### config.mk
export PLATFORM = sky130hd
export DESIGN_NAME = fifo_uart_tx
export DESIGN_NICKNAME = d
export VERILOG_FILES = /design/src/rtl/fifo_uart_tx.sv
export SDC_FILE = /design/constraint.sdc
export NUM_CORES = 1
export LEC_CHECK = 0
export CAP_MARGIN = 15
export CORE_ASPECT_RATIO = 1.25
export CORE_MARGIN = 5
export CORE_UTILIZATION = 55
export CTS_BUF_LIST = sky130_fd_sc_hd__clkbuf_16
export DETAILED_ROUTE_END_ITERATION = 10
export PLACE_DENSITY_LB_ADDON = 0.3
export SYNTH_ARGS = -nofsm -noshare
export SYNTH_HDL_FRONTEND = slang
export SYNTH_SLANG_ARGS = --single-unit
### constraint.sdc
create_clock -name i_clk -period 1.9 [get_ports i_clk]
set_clock_uncertainty 0.05 [all_clocks]
set_input_delay 0.19 -clock i_clk [delete_from_list [all_inputs] [get_ports i_clk]]
set_output_delay 0.19 -clock i_clk [all_outputs]
set_load 0.1 [all_outputs]
### src/rtl/fifo_uart_tx.sv
// 8N1 UART transmitter that drains a FIFO: pops a byte whenever the FIFO is
// non-empty and the line is idle, then shifts it out LSB-first.
module fifo_uart_tx #(
    parameter int ClkFreq    = 27_000_000,
    parameter int BaudRate   = 115200,
    parameter int Width      = 8,
    parameter int ClksPerBit = ClkFreq / BaudRate
) (
    input  logic             i_clk,
    input  logic             i_rst_n,
    input  logic             i_empty,
    input  logic [Width-1:0] i_data,
    output logic             o_rd,
    output logic             o_tx,
    output logic             o_busy
);

    localparam int CntW = $clog2(ClksPerBit);
    localparam int IdxW = $clog2(Width + 1);

    if (ClksPerBit < 2) begin : g_bad_cfg
        $error("fifo_uart_tx: ClksPerBit must be at least 2");
    end

    typedef enum logic [2:0] {
        IDLE,
        POP,
        LOAD,
        START,
        DATA,
        STOP
    } state_t;

    state_t            r_state;
    state_t            w_state_next;
    logic [CntW-1:0]   r_clk_cnt;
    logic [IdxW-1:0]   r_bit_idx;
    logic [Width-1:0]  r_shift;
    logic              w_bit_end;

    assign w_bit_end = (r_clk_cnt == CntW'(ClksPerBit - 1));

    // NOTE: sequential state uses non-blocking assignments so every register
    // samples pre-edge values regardless of block evaluation order.
    always_ff @(posedge i_clk or negedge i_rst_n) begin
        if (!i_rst_n) begin
            r_state <= IDLE;
        end else begin
            r_state <= w_state_next;
        end
    end

    always_ff @(posedge i_clk or negedge i_rst_n) begin
        if (!i_rst_n) begin
            r_clk_cnt <= '0;
            r_bit_idx <= '0;
            r_shift   <= '0;
        end else begin
            case (r_state)
                LOAD: begin
                    // FIFO read data is valid here, one cycle after the POP strobe.
                    r_shift   <= i_data;
                    r_clk_cnt <= '0;
                end
                START, DATA, STOP: begin
                    if (w_bit_end) begin
                        r_clk_cnt <= '0;
                        if (r_state == START) begin
                            r_bit_idx <= '0;
                        end else if (r_state == DATA) begin
                            r_shift   <= {1'b0, r_shift[Width-1:1]};
                            r_bit_idx <= r_bit_idx + 1'b1;
                        end
                    end else begin
                        r_clk_cnt <= r_clk_cnt + 1'b1;
                    end
                end
                default: ;
            endcase
        end
    end

    // NOTE: every output of this block gets a default first, so no path can
    // leave a signal unassigned and infer a latch.
    always_comb begin
        w_state_next = r_state;
        o_rd         = 1'b0;
        o_tx         = 1'b1;
        o_busy       = (r_state != IDLE);

        case (r_state)
            IDLE: begin
                if (!i_empty) begin
                    w_state_next = POP;
                end
            end
            POP: begin
                o_rd         = 1'b1;
                w_state_next = LOAD;
            end
            LOAD: begin
                w_state_next = START;
            end
            START: begin
                o_tx = 1'b0;
                if (w_bit_end) begin
                    w_state_next = DATA;
                end
            end
            DATA: begin
                o_tx = r_shift[0];
                if (w_bit_end && (r_bit_idx == IdxW'(Width - 1))) begin
                    w_state_next = STOP;
                end
            end
            STOP: begin
                if (w_bit_end) begin
                    w_state_next = IDLE;
                end
            end
            default: begin
                w_state_next = IDLE;
            end
        endcase
    end

endmodule

== Word level (Yosys, flattened, before mapping) ==
Cells that the tools add are included.

* Add/sub/neg operators: 2
* Muxes and demuxes: 15
* Equality and inequality tests: 14
* Reduce and logical (&&, ||, !) cells: 9

{| class="wikitable"
|+ Operator list
! cell !! number
|-
| $mux 8 || 4
|-
| $pmux 8 s2 || 2
|-
| $pmux 3 s6 || 1
|-
| $mux 3 || 4
|-
| $ne 2x2->1 const B || 6
|-
| $add 8x1->8 const B || 1
|-
| $eq 8x8->1 const B || 1
|-
| $mux 4 || 2
|-
| $reduce_and 4->1 || 2
|-
| $eq 3x2->1 const B || 2
|-
| $eq 3x3->1 const B || 2
|-
| $add 4x1->4 const B || 1
|-
| $eq 4x3->1 const B || 1
|-
| $reduce_bool 2->1 || 2
|-
| $eq 3x1->1 const B || 1
|-
| $logic_not 3->1 || 1
|-
| $reduce_and 3->1 || 1
|-
| $reduce_bool 3->1 || 1
|-
| $reduce_or 3->1 || 1
|-
| $ne 2x1->1 const B || 1
|-
| $pmux 1 s2 || 1
|-
| $logic_and 1x1->1 || 1
|-
| $mux 1 || 1
|}

* Output and inout port bits: 3
* Logic and storage cells: 44
* Bits of input ports: 11
* Register bits after elaboration: 23

== Logic depth before layout (Yosys ltp) ==
Gate-level depths: netlist of the first run.

* Depth after elaboration: 5
* Gate-level depth with buffers: 7

== Least setup slack after synthesis of the first run ==
OpenSTA, ideal clock, no wires.

* Path kind: register to output
* From: register r_state[2]
* To: output o_rd
* Arrival: 2958 ps
* Data required time: 1660 ps
* Cell stages (with the launch flop): 4
* Setup slack: -1298 ps
* Cells stage by stage: dfrtp_1 buf_2 buf_1 nor3b_1

* Cells in the longest elaborated chain, start to end: 2

{| class="wikitable"
|+ Ends and longest elaborated chain
! item !! RTL line !! text
|-
| start: declaration || 34 || <nowiki>state_t r_state;</nowiki>
|-
| start signal: assignment || 49 || <nowiki>r_state <= w_state_next;</nowiki>
|-
| $eq 3x1->1 || 91 || <nowiki>case (r_state)</nowiki>
|-
| $mux 1 || 91 ||
|-
| end: declaration || 13 || <nowiki>output logic o_rd,</nowiki>
|}

No other way between the ends.

== Final worst setup path of the first run ==
* From: register r_state[1]
* To: output o_tx

* Cells in the longest elaborated chain, start to end: 2
* Elaborated cells between the ends (all ways): 3
* Classes of those cells: 2 x eq/ne; 1 x mux

{| class="wikitable"
|+ Ends and longest elaborated chain
! item !! RTL line !! text
|-
| $eq 3x3->1 / $eq 3x2->1 (equally long branches) || 91 ||
|-
| $pmux 1 s2 * || 91 ||
|-
| end: declaration || 14 || <nowiki>output logic o_tx,</nowiki>
|}

Mark *: on every way between the ends. The rest lies on a longest branch, timed or not.

==> results.py, run 1 <==
metrics = {
    "logic_synthesis": {
        "async_flop_share_pct": 100.0,
        "seq_area_frac_synth_pct": 43.11,
        "synth_largest_area_cell": "dfrtp_1",
        "yosysWarnings": 0,
        "syn_inst": 137,
        "ys_ff_latch": 23,
        "synth_common_cells": "23 x dfrtp_1, 15 x nand2_1, 9 x a21oi_1, 9 x a31oi_1, 9 x mux2i_1",
        "synth_edf_count": 0,
        "syn_area_um2": 1335,
        "synth_nets": 151,
        "ys_types": 40,
        "synth.most_common_cell": "dfrtp_1",
        "synthFlopType": "dfrtp_1",
        "ys_top_cells_by_area": "dfrtp_1 43%, mux2i_1 6.7%, a31oi_1 4.2%",
        "syn_area_per_cell_um2": 9.745,
        "yosysTopAreaCellShare_pct": 43.11,
    },
    "floorplan": {
        "die_w_um": 54.07,
        "die_y_um": 65.09,
        "rows": 20,
        "ios": 14,
        "dieArea_um2": 3519,
        "coreArea_um2": 2377,
        "start_util_pct": 56.16,
    },
    "clock_tree": {
        "clock_latency_ns": 0.25,
        "clk_pin_slew_ns": 0.06,
        "cts_buffers": 3,
        "cts.sinks": 23,
        "ctsHoldBuffers": 0,
        "clk_path_buf_depth": 2,
        "cts_tree": "done",
        "postCtsSetupBuffers": 0,
        "cts_resized": 0,
        "cts-htree-levels": 1,
        "cts_root_buffer": "clkbuf_16",
    },
    "worst_setup_path": {
        "r2r_slack_ns": 0.22,
        "path_class": "reg2out",
        "crit_path_end_kind": "primary output",
        "arrival_ns": 1.60,
        "start_kind": "register",
        "cpPeakStageDelay_ns": 0.37,
        "path_cells": "buf_4 -> nand2b_1 -> o32a_1 -> buf_12",
        "crit_fanout": 13,
        "crit_required_ns": 1.66,
        "cp_slowest_cell": "dfrtp_1",
    },
    "cells_and_area": {
        "final_area_um2": 1605,
        "area_growth_pct": 20.24,
        "layout-drive-gt1-share_pct": 13.33,
        "layout.nets": 165,
        "diodes": 0,
    },
    "grt": {
        "grt_first_pass_wirelength_mm": 5.023,
        "grt_max_degree": 24,
        "antenna_found_initial": 0,
        "grt.total_usage_pct": 18.77,
        "grt_overflow": 0,
        "first_global_vias": 1098,
    },
    "timing": {
        "period_needed_ns": 1.836,
        "tightest_slew_ns": 0.6376,
        "period_share_pct": 96.63,
        "relSlewSlack_pct": 57.33,
        "timing.final.ws_setup_ns": 0.06400,
        "slew_violations": 0,
        "fmax_mhz": 544.7,
        "setup_viol": 0,
        "hold_viol": 0,
    },
    "placed_design": {
        "dpl.hpwl_mm": 1.924,
        "dpl_cell_area_um2": 1515,
        "pre_cts_ws_ns": 0.1212,
        "gp_congestion": 0.8249,
        "portBuffers": 13,
    },
    "run": {
        "maxCapViolCount": 0,
    },
    "route": {
        "firstDrtPassIters": 4,
        "wire_per_inst_um": 16.04,
        "drt_wl_total_mm": 2.935,
        "drtAntennaViolNets": 0,
        "routed_via_density": 6.093,
        "drc": 0,
        "drtIter0Drc": 41,
        "vias": 1115,
    },
    "outcome": {
        "status": "completed",
    },
    "power_and_ir_drop": {
        "power_density_nw_per_um2": 619.2,
        "power.leakage_nw": 0.7232,
        "irDropWorstVdd_mv": 0.5152,
        "p_total_mw": 0.9940,
    },
    "hold_path": {
        "hold_class": "in2async",
    },
}
logic make-up (layout without fill, tap and decap cells):
group | Yosys count | count (layout) | synth area share [%]
mux | 10 | 10 | 7.592
simple gates | 52 | 52 | 22.02
compound gates | 36 | 36 | 17.62
buf+inv | 11 | 24 | 5.529
xor+xnor | 2 | 2 | 1.312
fa+ha+maj | 3 | 3 | 2.812
flops | 23 | 23 | 43.11
metal layers:
metal | vias to the layer above | wire length (µm) | GRT usage [%]
li1 | 534 | - | -
met1 | 524 | 1283 | 24.34
met2 | 53 | 1444 | 30.76
met3 | 4 | 157 | 3.908
met4 | 0 | 51 | 5.607
met5 | - | 0 | 0
per-stage QoR:
stage,TNS (ns),util [%],cells,hold WS (ns)
floorplan,-0.03060,-,137,-0.1556
CTS,0,67.05,183,0.2665
detailed placement,0,63.74,179,0.4259
global placement,0,63.74,179,0.4213
finish,0,67.53,183,0.2521
global route,-0.01040,67.53,183,0.2821
layout make-up:
type	count	area [µm²]
Fill cell	201	772.0
Clock inverter	1	3.754
Timing Repair Buffer	17	193.9
Multi-Input combinational cell	103	704.4
Clock buffer	3	75.07
Inverter	3	11.26
Tap cell	33	41.29
Sequential cell	23	575.6
final timing paths:
kind	from	to	cells past startpoint
worst min register to register	r_shift[4]	r_shift[4]	2
worst max-delay path	r_state[1]	o_tx	4
max in group asynchronous	i_rst_n	r_shift[7]	2
worst min-delay path	i_rst_n	r_bit_idx[1]	2
min in group i_clk	r_shift[4]	r_shift[4]	2
worst max register to register	r_state[1]	r_clk_cnt[1]	5
sequential cells by signal, summed over array words and instances, names as in the netlist:
signal	flops
r_clk_cnt	8
r_shift	8
r_bit_idx	4
r_state	3
critical path: cells and delay by family (launching register included):
kind | cells | cell delay [ns]
simple gates | 1 | 0.24
flops | 1 | 0.37
buf+inv | 2 | 0.37
compound gates | 1 | 0.36
layout by cell type (no fill, tap or decap), types with 4 or more instances in the layout:
cell type and instances:
nor2_1 4, and3_1 4, inv_1 4, a31oi_1 9
o21ai_1 8, a21oi_1 9, mux2i_1 9, nor3_1 6
dfrtp_1 23, clkdlybuf4s50_1 10, nand3_1 8, nand2_1 15
report_power, final:
group          internal, mW  total (mW)  leakage, nW  switching, mW
clock                 0.281       0.447       0.0423          0.166
combinational        0.0257      0.0441        0.412         0.0184
sequential            0.499       0.503        0.269        0.00466
total                 0.805       0.994        0.723          0.189
(Power assumes the default switching activity.)
==> run 2: changes to the inputs <==
- CORE_MARGIN: 5 -> 2
- SKIP_LAST_GASP: not set -> 1
==> run 2 against run 1 <==
Effect of this change:
- first-iteration DRC count fell by 9.8%
- wire length increased by 0.51%
- sequential power barely moved
- setup slack better by 0.030 ns
- power is 0.86% higher
- die area fell by 19%
- critical path type unchanged
- largest cell class unchanged
==> results.py, run 2 (synthesized netlist as in run 1, its figures left out) <==
metrics = {
    "outcome": {
        "status": "completed",
    },
    "timing": {
        "hold_viol": 0,
        "relSlewSlack_pct": 69.88,
        "rsz0062_at_grt": "no",
        "fmax_mhz": 553.7,
        "setup_viol": 0,
        "timing.final.ws_setup_ns": 0.09386,
        "tightest_slew_ns": 0.4503,
        "period_share_pct": 95.06,
        "period_needed_ns": 1.806,
        "slew_violations": 0,
    },
    "cells_and_area": {
        "layout.nets": 167,
        "reg_top3": "r_clk_cnt: 8 flops, r_shift: 8 flops, r_bit_idx: 4 flops",
        "final_common_cell": "dfrtp_1",
        "area_growth_pct": 20.43,
        "diodes": 0,
        "final_cell_mix": "23 x dfrtp_1, 15 x nand2_1, 10 x clkdlybuf4s50_1",
        "layout-drive-gt1-share_pct": 15.13,
        "final_area_um2": 1608,
    },
    "placed_design": {
        "dpl.hpwl_mm": 2.048,
        "dpl_cell_area_um2": 1528,
        "pre_cts_ws_ns": 0.2465,
        "gp_congestion": 0.9074,
        "portBuffers": 13,
    },
    "run": {
        "maxCapViolCount": 0,
    },
    "worst_setup_path": {
        "crit_required_ns": 1.66,
        "start_kind": "register",
        "path_class": "reg2out",
        "crit_path_end_kind": "primary output",
        "r2r_slack_ns": 0.21,
        "crit_fanout": 10,
        "r2r-start": "r_clk_cnt[1]",
        "arrival_ns": 1.57,
        "rr_endpoint": "r_bit_idx[1]",
        "r2r_cells": 6,
    },
    "grt": {
        "first_global_vias": 1153,
        "grt_overflow": 0,
        "grt_first_pass_wirelength_mm": 5.064,
        "grt.total_usage_pct": 24.65,
        "antenna_found_initial": 0,
        "grt_max_degree": 24,
    },
    "floorplan": {
        "die_w_um": 48.07,
        "ios": 14,
        "dieArea_um2": 2840,
        "rows": 19,
        "start_util_pct": 59.11,
        "coreArea_um2": 2258,
        "die_y_um": 59.09,
    },
    "route": {
        "drtIter0Drc": 37,
        "wl_met3_um": 113,
        "routed_via_density": 6.311,
        "wl_met2_mm": 1.534,
        "top_layer": "met4",
        "drtAntennaViolNets": 0,
        "firstDrtPassIters": 4,
        "vias": 1155,
        "drc": 0,
        "wire_per_inst_um": 16.12,
        "drt-met1-wl_mm": 1.193,
        "drt_wl_total_mm": 2.950,
    },
    "clock_tree": {
        "cts_root_buffer": "clkbuf_16",
        "cts-htree-levels": 1,
        "cts_tree": "done",
        "cts_resized": 0,
        "cts.sinks": 23,
        "ctsHoldBuffers": 0,
        "clk_path_buf_depth": 2,
        "clock_latency_ns": 0.26,
        "clk_pin_slew_ns": 0.06,
        "postCtsSetupBuffers": 0,
        "cts_buffers": 3,
    },
    "hold_path": {
        "hold_class": "in2async",
    },
    "power_and_ir_drop": {
        "irDropWorstVdd_mv": 0.5831,
        "power.leakage_nw": 0.7275,
        "power_density_nw_per_um2": 623.6,
    },
}
## run 2: power by group
group,leakage [nW],internal [mW],switching [mW]
Sequential,0.269,0.499,0.00487
Combinational,0.418,0.0257,0.0180
Clock,0.0409,0.283,0.172
## run 2: area by class of cell
type | count | area (µm²)
clock buffer | 3 | 75.07
tap | 31 | 38.79
multi-input combinational | 103 | 696.9
timing repair buffer | 19 | 205.2
clock inverter | 1 | 5.005
sequential | 23 | 575.6
fill | 163 | 650.6
inverter | 3 | 11.26
## run 2: metrics by stage
step                      hold slack [ns]  util [%]  cells  power [mW]   TNS, ns
after global routing               0.2657     71.19    183       1.035         0
final                              0.2385     71.19    183       1.003         0
after global placement             0.4123     67.65    179      0.5544         0
after CTS                          0.2490     71.19    183       1.008         0
after detailed placement           0.4264     67.65    179      0.5569         0
after floorplan                   -0.1556         -    137      0.5221  -0.03060
## run 2: worst max path at each step
stage            startpoint    endpoint  cells after the start
6_report         r_state[1]        o_tx                      3
5_1_grt          r_state[1]        o_tx                      3
4_1_cts          r_state[1]        o_tx                      3
3_5_place_dp   r_clk_cnt[0]  r_shift[7]                      5
3_3_place_gp   r_clk_cnt[0]  r_shift[7]                      4
2_1_floorplan    r_state[2]        o_tx                      3
## run 2: metal layers
metal / vias up / global-route usage [%]
li1: 543 / -
met1: 554 / 29.64
met2: 44 / 42.48
met3: 14 / 3.354
met4: 0 / 10.04
met5: - / 0
## run 2: worst max-delay path, cell delays in order, from the launching register on
cell	delay, ns
dfrtp_1	0.51
nand2b_1	0.26
o32a_1	0.36
buf_12	0.18
==> run 3: changes to the inputs <==
- SLEW_MARGIN: not set -> 20
==> results of run 3 <==
Final layout, timing and power as in run 2 (identical DEF).
